<file path="src/rtl/compare_arbiter_pkg.sv">
// Shared types and defaults for the compare arbiter.
// Holds the FSM state encoding and the default sizing constants.
package compare_arbiter_pkg;

    localparam int DEF_NUM_REQ = 4;
    localparam int DEF_WIDTH   = 8;
    localparam int DEF_IDX_W   = $clog2(DEF_NUM_REQ);

    typedef enum logic [1:0] {
        IDLE,
        CMP,
        RSP
    } cmp_arb_state_t;

endpackage

</file>
<file path="src/rtl/compare_arbiter_rr_priority_picker.sv">
// Combinational round-robin picker: first set request at or after ptr_i,
// wrapping modulo N. Returns a one-hot grant and its encoded index.
module rr_priority_picker #(
    parameter int N  = 4,
    parameter int IW = $clog2(N)
) (
    input  logic [N-1:0]  req_i,
    input  logic [IW-1:0] ptr_i,
    output logic [N-1:0]  gnt_o,
    output logic [IW-1:0] idx_o,
    output logic          any_o
);

    always_comb begin
        int j;
        gnt_o = '0;
        idx_o = '0;
        any_o = 1'b0;
        j     = 0;
        for (int i = 0; i < N; i++) begin
            j = int'(ptr_i) + i;
            if (j >= N) begin
                j = j - N;
            end
            if (!any_o && req_i[IW'(j)]) begin
                any_o          = 1'b1;
                gnt_o[IW'(j)]  = 1'b1;
                idx_o          = IW'(j);
            end
        end
    end

endmodule

</file>
<file path="src/rtl/compare_arbiter.sv">
// Round-robin arbiter sharing one signed/unsigned magnitude comparator.
// IDLE grants and captures, CMP evaluates, RSP strobes the result.
module compare_arbiter
    import compare_arbiter_pkg::*;
#(
    parameter int NUM_REQ = DEF_NUM_REQ,
    parameter int WIDTH   = DEF_WIDTH
) (
    input  logic                     clk_i,
    input  logic                     rst_ni,
    input  logic [NUM_REQ-1:0]       req_valid_i,
    output logic [NUM_REQ-1:0]       req_ready_o,
    input  logic [NUM_REQ*WIDTH-1:0] req_a_i,
    input  logic [NUM_REQ*WIDTH-1:0] req_b_i,
    input  logic [NUM_REQ-1:0]       req_signed_i,
    output logic [NUM_REQ-1:0]       rsp_valid_o,
    output logic                     rsp_agtb_o,
    output logic                     busy_o
);

    localparam int IW = $clog2(NUM_REQ);

    cmp_arb_state_t   state_q, state_d;
    logic [IW-1:0]    rr_ptr_q, rr_ptr_d;
    logic [IW-1:0]    idx_q, idx_d;
    logic [WIDTH-1:0] a_q, a_d;
    logic [WIDTH-1:0] b_q, b_d;
    logic             sgn_q, sgn_d;
    logic             agtb_q, agtb_d;

    logic [NUM_REQ-1:0] pick_gnt;
    logic [IW-1:0]      pick_idx;
    logic               pick_any;

    rr_priority_picker #(
        .N  (NUM_REQ),
        .IW (IW)
    ) u_picker (
        .req_i (req_valid_i),
        .ptr_i (rr_ptr_q),
        .gnt_o (pick_gnt),
        .idx_o (pick_idx),
        .any_o (pick_any)
    );

    always_comb begin
        state_d     = state_q;
        rr_ptr_d    = rr_ptr_q;
        idx_d       = idx_q;
        a_d         = a_q;
        b_d         = b_q;
        sgn_d       = sgn_q;
        agtb_d      = agtb_q;
        req_ready_o = '0;
        rsp_valid_o = '0;
        rsp_agtb_o  = 1'b0;
        busy_o      = 1'b0;
        unique case (state_q)
            IDLE: begin
                req_ready_o = pick_gnt;
                if (pick_any) begin
                    idx_d   = pick_idx;
                    state_d = CMP;
                    for (int i = 0; i < NUM_REQ; i++) begin
                        if (pick_idx == IW'(i)) begin
                            a_d   = req_a_i[i*WIDTH +: WIDTH];
                            b_d   = req_b_i[i*WIDTH +: WIDTH];
                            sgn_d = req_signed_i[i];
                        end
                    end
                end
            end
            CMP: begin
                busy_o  = 1'b1;
                agtb_d  = sgn_q ? ($signed(a_q) > $signed(b_q))
                                : (a_q > b_q);
                state_d = RSP;
            end
            RSP: begin
                busy_o              = 1'b1;
                rsp_valid_o[idx_q]  = 1'b1;
                rsp_agtb_o          = agtb_q;
                rr_ptr_d            = (idx_q == IW'(NUM_REQ - 1))
                                      ? '0 : idx_q + IW'(1);
                state_d             = IDLE;
            end
            default: begin
                state_d = IDLE;
            end
        endcase
    end

    always_ff @(posedge clk_i or negedge rst_ni) begin
        if (!rst_ni) begin
            state_q  <= IDLE;
            rr_ptr_q <= '0;
            idx_q    <= '0;
            a_q      <= '0;
            b_q      <= '0;
            sgn_q    <= 1'b0;
            agtb_q   <= 1'b0;
        end else begin
            state_q  <= state_d;
            rr_ptr_q <= rr_ptr_d;
            idx_q    <= idx_d;
            a_q      <= a_d;
            b_q      <= b_d;
            sgn_q    <= sgn_d;
            agtb_q   <= agtb_d;
        end
    end

endmodule

</file>
<file path="config.mk">
export PLATFORM = sky130hd
export DESIGN_NAME = compare_arbiter
export DESIGN_NICKNAME = d
export VERILOG_FILES = /design/src/rtl/compare_arbiter_pkg.sv /design/src/rtl/compare_arbiter_rr_priority_picker.sv /design/src/rtl/compare_arbiter.sv
export SDC_FILE = /design/constraint.sdc
export NUM_CORES = 1
export LEC_CHECK = 0
export BUFFER_PORTS_ARGS = -buffer_cell sky130_fd_sc_hd__buf_2
export CELL_PAD_IN_SITES_DETAIL_PLACEMENT = 0
export CELL_PAD_IN_SITES_GLOBAL_PLACEMENT = 1
export CORE_AREA = 2 2 77 79
export CTS_BUF_LIST = sky130_fd_sc_hd__clkbuf_16
export DETAILED_ROUTE_END_ITERATION = 10
export DIE_AREA = 0 0 79 81
export GPL_TIMING_DRIVEN = 0
export PLACE_DENSITY_LB_ADDON = 0.1
export SETUP_SLACK_MARGIN = 0.02
export SLEW_MARGIN = 5
export SYNTH_ARGS = -nofsm -noshare
export SYNTH_HDL_FRONTEND = slang
export SYNTH_HIERARCHICAL = 1
export SYNTH_SLANG_ARGS = --single-unit
</file>
<file path="constraint.sdc">
create_clock -name clk_i -period 9.8 [get_ports clk_i]
set_clock_uncertainty 0.1 [all_clocks]
set_input_delay 1.47 -clock clk_i [delete_from_list [all_inputs] [get_ports clk_i]]
set_output_delay 1.47 -clock clk_i [all_outputs]
set_load 0.03 [all_outputs]
</file>
==> results.json, run 1 <==
{
  "ys_warn_count": 6,
  "layoutNonFillerInstCount": 353,
  "clk_path_buf_depth": 2,
  "cts_tree": "built",
  "crit_chain": "buf_4 > inv_1 > ha_1 > clkbuf_1 > mux4_2 > nor2_2 > o2111ai_1 > nand3_1 > and2_1 > buf_2",
  "dr_total_vias": 1814,
  "r2r_end": "a_q[5]",
  "wl_mm": 4.61,
  "grt_usage_pct": 14.4,
  "postCtsResizedCells": 0,
  "hold_buffers": 0,
  "reg2reg_depth": 12,
  "n_antenna_cell": 0,
  "netlist_instances": 191,
  "gp_congestion": 0.758,
  "die_h_um": 81,
  "layout-drive-gt1-share_pct": 46.4,
  "synth_nets": 289,
  "insertion_delay_ns": 0.25,
  "synth_seq_cells": 24,
  "worstHoldPathCells": 1,
  "slew_headroom_pct": 63.4,
  "drc": 0,
  "start_kind": "flop",
  "cts_htree_levels": 1,
  "antenna_found_initial": 0,
  "syn_area_per_cell_um2": 11.7,
  "max_cap_viol_count": 0,
  "finalCritPeriodShare_pct": 48.1,
  "cp-end-kind": "primary output",
  "fin_nets": 377,
  "num_io_pins": 84,
  "synth_seq_area_share_pct": 26.9,
  "path_class": "reg2out",
  "cts_sinks": 24,
  "start_util_pct": 39.3,
  "dp_cells": 349,
  "fmax_mhz": 212,
  "critPathMaxFanout": 10,
  "grt_max_degree": 25,
  "ir_drop_v": 0.000179,
  "grt_overflow": 0,
  "power_density_nw_per_um2": 355,
  "dieArea_um2": 6400,
  "hold_path.class": "reg2reg",
  "rows": 28,
  "status": "completed",
  "drt_iter0_markers": 49,
  "grt_pass1_vias": 1670,
  "setup_tns_ns": 0,
  "cts_buffers": 3,
  "synth_area_um2": 2230,
  "power_leakage_nw": 1.37,
  "rsz0062_at_grt": "false",
  "io_buffer_count": 83,
  "syn2layout_area_growth_pct": 26.4,
  "slowest_stage": "dfrtp_1",
  "finalSetupViolations": 0,
  "synth.distinct_cells": 33,
  "core_um2": 5680,
  "min_period_ns": 4.72,
  "wl_per_cell_um": 13.1,
  "root_buffer": "clkbuf_16",
  "ant_nets": 0,
  "worstHoldStart": "b_q[4]",
  "whs_endpoint": "b_q[4]",
  "vias_per_cell": 5.14,
  "dp_hpwl_mm": 3.74,
  "hold_viol": 0,
  "fp.dieW_um": 79,
  "clkTransAtPathRegs_ns": 0.06,
  "worst-r2r-setup-slack_ns": 5.87,
  "finalMaxSlewViolations": 0,
  "crit_required_ns": 8.23,
  "timing.hold.ws_ns": 0.404,
  "cts_setup_buffers": 0,
  "arrival_ns": 3.15,
  "grt_pass1_wl_mm": 7.39,
  "firstDrtPassIters": 4,
  "reg2reg_from": "rr_ptr_q[0]",
  "critPathMaxStageDelay_ns": 0.56,
  "worstMarginPinSlew_ns": 0.549
}
## how the worst max path moves through the flow
stage | end | cells after the start | slack [ns] | startpoint
after floorplan | req_ready_o[2] | 6 | 5.44 | req_valid_i[3]
after global placement | req_ready_o[1] | 7 | 5.14 | req_valid_i[1]
after detailed placement | req_ready_o[0] | 7 | 5.14 | req_valid_i[1]
after CTS | req_ready_o[2] | 10 | 5.07 | rr_ptr_q[0]
after global routing | req_ready_o[2] | 10 | 4.79 | rr_ptr_q[0]
final | req_ready_o[2] | 10 | 5.08 | rr_ptr_q[0]
## report_power, final
group / total (W) / leakage [nW] / internal (W) / switching (W)
Sequential: 0.000197 / 0.283 / 0.000155 / 0.0000424
Combinational: 0.000716 / 1.05 / 0.000379 / 0.000337
Clock: 0.0000868 / 0.0385 / 0.0000544 / 0.0000324
Total: 0.00100 / 1.37 / 0.000589 / 0.000412
## sequential cells by signal (all words and copies together), names as in the netlist
| signal | flops |
|---|---|
| sgn_q | 1 |
| b_q | 8 |
| agtb_q | 1 |
| state_q | 2 |
| rr_ptr_q | 2 |
| idx_q | 2 |
| a_q | 8 |
## critical path, delay by kind of cell (launching register included)
kind / cells / cell delay, ns
simple gates: 3 / 0.52
compound gates: 1 / 0.18
mux: 1 / 0.44
fa+ha+maj: 1 / 0.28
buf+inv: 4 / 0.91
flops: 1 / 0.56
## per-layer routing
layer  global-route usage, %  part of all wire, %  vias up
li1                        -                    -      896
met1                    19.8                   46      857
met2                    24.2                   48       59
met3                    3.11                  5.6        2
met4                    2.07                 0.17        0
met5                       0                    0        -
## cells in the final DEF, fill, tap and decap left out, drive strengths merged, types with 4 or more instances in the layout
master and n:
a21oi 4, and2 9, buf 90, clkbuf 5, dfrtp 24, ha 24, inv 16, mux2 21
mux2i 4, mux4 21, nand2 12, nand3 5, nor2 8, nor2b 5, o211ai 4, o21ai 7
## Yosys cell counts, drive strengths merged
master	n	area share, %
buf	7	3.2
nand2	12	2.0
nor4b	2	0.79
nand3	5	1.1
a21oi	4	0.90
nand2b	1	0.28
and2	9	2.5
o2bb2ai	1	0.39
inv	16	2.7
nor2b	5	1.4
mux2	21	11
o2111ai	2	0.79
o21ai	7	1.6
ha	24	13
mux2i	4	1.8
o211ai	4	1.3
mux4	21	23
o221ai	1	0.39
a221oi	2	0.79
nor2	8	1.5
a31oi	2	0.56
clkbuf	2	0.39
nor3	2	0.45
dfrtp	24	27
nand4	2	0.56
o21a	1	0.34
o31ai	2	0.67
## kinds of logic after synthesis
| group | after synthesis | synth area share, % |
|---|---|---|
| compound gates | 26 | 7.74 |
| fa+ha+maj | 24 | 13.5 |
| buf+inv | 25 | 6.28 |
| flops | 24 | 26.9 |
| mux | 46 | 35.0 |
| simple gates | 46 | 10.6 |
## final cells by class
| cell class | instances | area [um2] |
|---|---|---|
| fill | 558 | 2860 |
| multi-input combinational | 142 | 1490 |
| sequential | 24 | 601 |
| timing repair buffer | 83 | 415 |
| tap | 75 | 93.8 |
| buffer | 9 | 80.1 |
| clock buffer | 3 | 75.1 |
| inverter | 16 | 60.1 |
| clock inverter | 1 | 3.75 |
## metrics by stage
stage	instance area (um2)	setup slack (ns)	util (%)	power (W)
floorplan	2230	5.44	-	0.000781
global placement	2740	5.14	48.3	0.000920
detailed placement	2740	5.14	48.3	0.000926
CTS	2820	5.07	49.6	0.00102
global route	2820	4.79	49.6	0.00110
finish	2820	5.08	49.6	0.00100
Note: power is estimated with default switching activity, not from simulation.
==> inputs of run 2 (changes only) <==
Settings changed: ABC_AREA set to 1, CORE_AREA 2 2 77 79 to 2 2 92 94, DIE_AREA 0 0 79 81 to 0 0 94 96.
Clock period 9.8 ns to 3.9 ns, I/O delays scaled along.
==> results.json, run 2 <==
{
  "slew_headroom_pct": 62.7,
  "root_buffer": "clkbuf_16",
  "layout-drive-gt1-share_pct": 24.7,
  "cts_setup_buffers": 0,
  "finalSetupViolations": 0,
  "fmax_mhz": 307,
  "final_common_cell": "nand2_1",
  "netlist_instances": 375,
  "hold_viol": 0,
  "io_buffer_count": 83,
  "drt_iter0_markers": 139,
  "wl_per_cell_um": 12.2,
  "arrival_ns": 3.29,
  "rows": 33,
  "rsz0062_at_grt": "false",
  "final_cell_mix": "nand2_1, buf_2, nand3_1",
  "cts_sinks": 24,
  "core_um2": 8050,
  "worstMarginPinSlew_ns": 0.560,
  "crit_required_ns": 3.93,
  "syn2layout_area_growth_pct": 25.8,
  "grt_overflow": 0,
  "die_h_um": 96,
  "timing.hold.ws_ns": 0.215,
  "antenna_found_initial": 0,
  "cp-end-kind": "flop",
  "finalMaxSlewViolations": 0,
  "synth_seq_area_share_pct": 24.9,
  "synthTopCellsByCount": "nand2_1, nand3_1, inv_1",
  "synth_most_common_cell": "nand2_1",
  "yosys-top-cells-area": "dfrtp_1, nand2_1, nand3_1, ha_1, inv_1",
  "firstDrtPassIters": 4,
  "ant_nets": 0,
  "synth-edff-count": 0,
  "layoutNonFillerInstCount": 566,
  "num_io_pins": 84,
  "synth_top_area_share_pct": 24.9,
  "dieArea_um2": 9020,
  "hold_buffers": 0,
  "dr_total_vias": 2651,
  "synth_nets": 473,
  "async_flop_share_pct": 100,
  "wl_mm": 6.91,
  "clk_path_buf_depth": 2,
  "grt_pass1_vias": 2725,
  "postCtsResizedCells": 0,
  "dp_hpwl_mm": 5.74,
  "cts_tree": "built",
  "setup_tns_ns": 0,
  "synth_area_um2": 2410,
  "fin_nets": 561,
  "clkTransAtPathRegs_ns": 0.06,
  "min_period_ns": 3.26,
  "max_cap_viol_count": 0,
  "synth.largest_area_cell": "dfrtp_1",
  "grt_pass1_wl_mm": 12.0,
  "syn_area_per_cell_um2": 6.43,
  "synth.distinct_cells": 26,
  "largestRegisters": "a_q x8, b_q x8",
  "drc": 0,
  "n_antenna_cell": 0,
  "path_class": "reg2reg",
  "fp.dieW_um": 94,
  "finalCritPeriodShare_pct": 83.5,
  "cts_htree_levels": 1,
  "grt_usage_pct": 16.6,
  "vias_per_cell": 4.68,
  "ys_warn_count": 6,
  "start_kind": "flop",
  "synthFlopType": "dfrtp_1",
  "gp_congestion": 0.832,
  "insertion_delay_ns": 0.25,
  "grt_max_degree": 25,
  "critPathMaxFanout": 12,
  "dp_cells": 563,
  "synth_seq_cells": 24,
  "cts_buffers": 3,
  "status": "completed",
  "hold_path.class": "in2async",
  "start_util_pct": 29.9
}
==> run 2: changes by cell type in the layout (fill, tap and decap cells not counted), sizes merged, moves of 10 or more <==
cell / previous run / this run
o21ai: 7 / 32
nand3: 5 / 71
inv: 16 / 45
mux2: 21 / 0
nor2: 8 / 18
mux4: 21 / 0
nand2: 12 / 112
or2: 0 / 17
==> run 2: area by class of cell <==
cell class	instances	area, um2
Clock buffer	3	75.1
Multi-Input combinational cell	291	1560
Fill cell	925	5020
Inverter	45	169
Timing Repair Buffer	83	415
Tap cell	105	131
Buffer	15	85.1
Sequential cell	24	601
==> run 2: logic make-up (layout without fill, tap and decap cells) <==
logic type / after synthesis / in the layout / share of synthesized area, %
DFF: 24 / 24 / 24.9
AOI/OAI and AO/OA: 42 / 42 / 8.93
adders and majority gates: 24 / 24 / 12.5
buffers and inverters: 60 / 146 / 10.5
and+or+nand+nor: 225 / 225 / 43.1
==> run 2: path summary, 6_finish.rpt <==
path | from | endpoint | slack (ns) | cells after the start
max | rr_ptr_q[0] | b_q[4] | 0.64 | 17
min | rst_ni | rr_ptr_q[0] | 0.22 | 1
max reg2reg | rr_ptr_q[0] | b_q[4] | 0.64 | 17
min reg2reg | a_q[7] | a_q[7] | 0.39 | 2
max in group asynchronous | rst_ni | b_q[3] | 3.11 | 1
min in group clk_i | a_q[7] | a_q[7] | 0.39 | 2
==> run 2: per-stage QoR <==
| stage | cell area [um2] | util (%) | setup slack (ns) |
|---|---|---|---|
| final | 3030 | 37.7 | 0.642 |
| after global routing | 3030 | 37.7 | 0.293 |
| after CTS | 3030 | 37.7 | 0.613 |
| after detailed placement | 2960 | 36.7 | 0.639 |
| after global placement | 2960 | 36.7 | 0.574 |
| after floorplan | 2410 | - | 1.29 |
==> run 2: worst max-delay path, cell delays in order (launching register included) <==
cell and delay (ns):
dfrtp_1 0.63, inv_2 0.22, ha_1 0.40, inv_1 0.12, nand3_1 0.11, nand2_2 0.07
nor2_4 0.12, buf_6 0.15, nand3_1 0.07, nand3_1 0.13, inv_1 0.07, nand2_1 0.19
buf_2 0.26, nand3_1 0.10, o21ai_1 0.12, nand2_1 0.09, nand3_1 0.09, o21ai_1 0.08
==> run 2: metal layers <==
layer	routed length [um]	vias to the layer above	track usage, %
li1	-	1390	-
met1	3020	1205	19.0
met2	3540	48	32.7
met3	249	8	2.74
met4	99	0	2.54
met5	0	-	0
Power of run 2 is not shown: default switching activity piles up to over one toggle a cycle in this logic, so the estimate is an artifact.
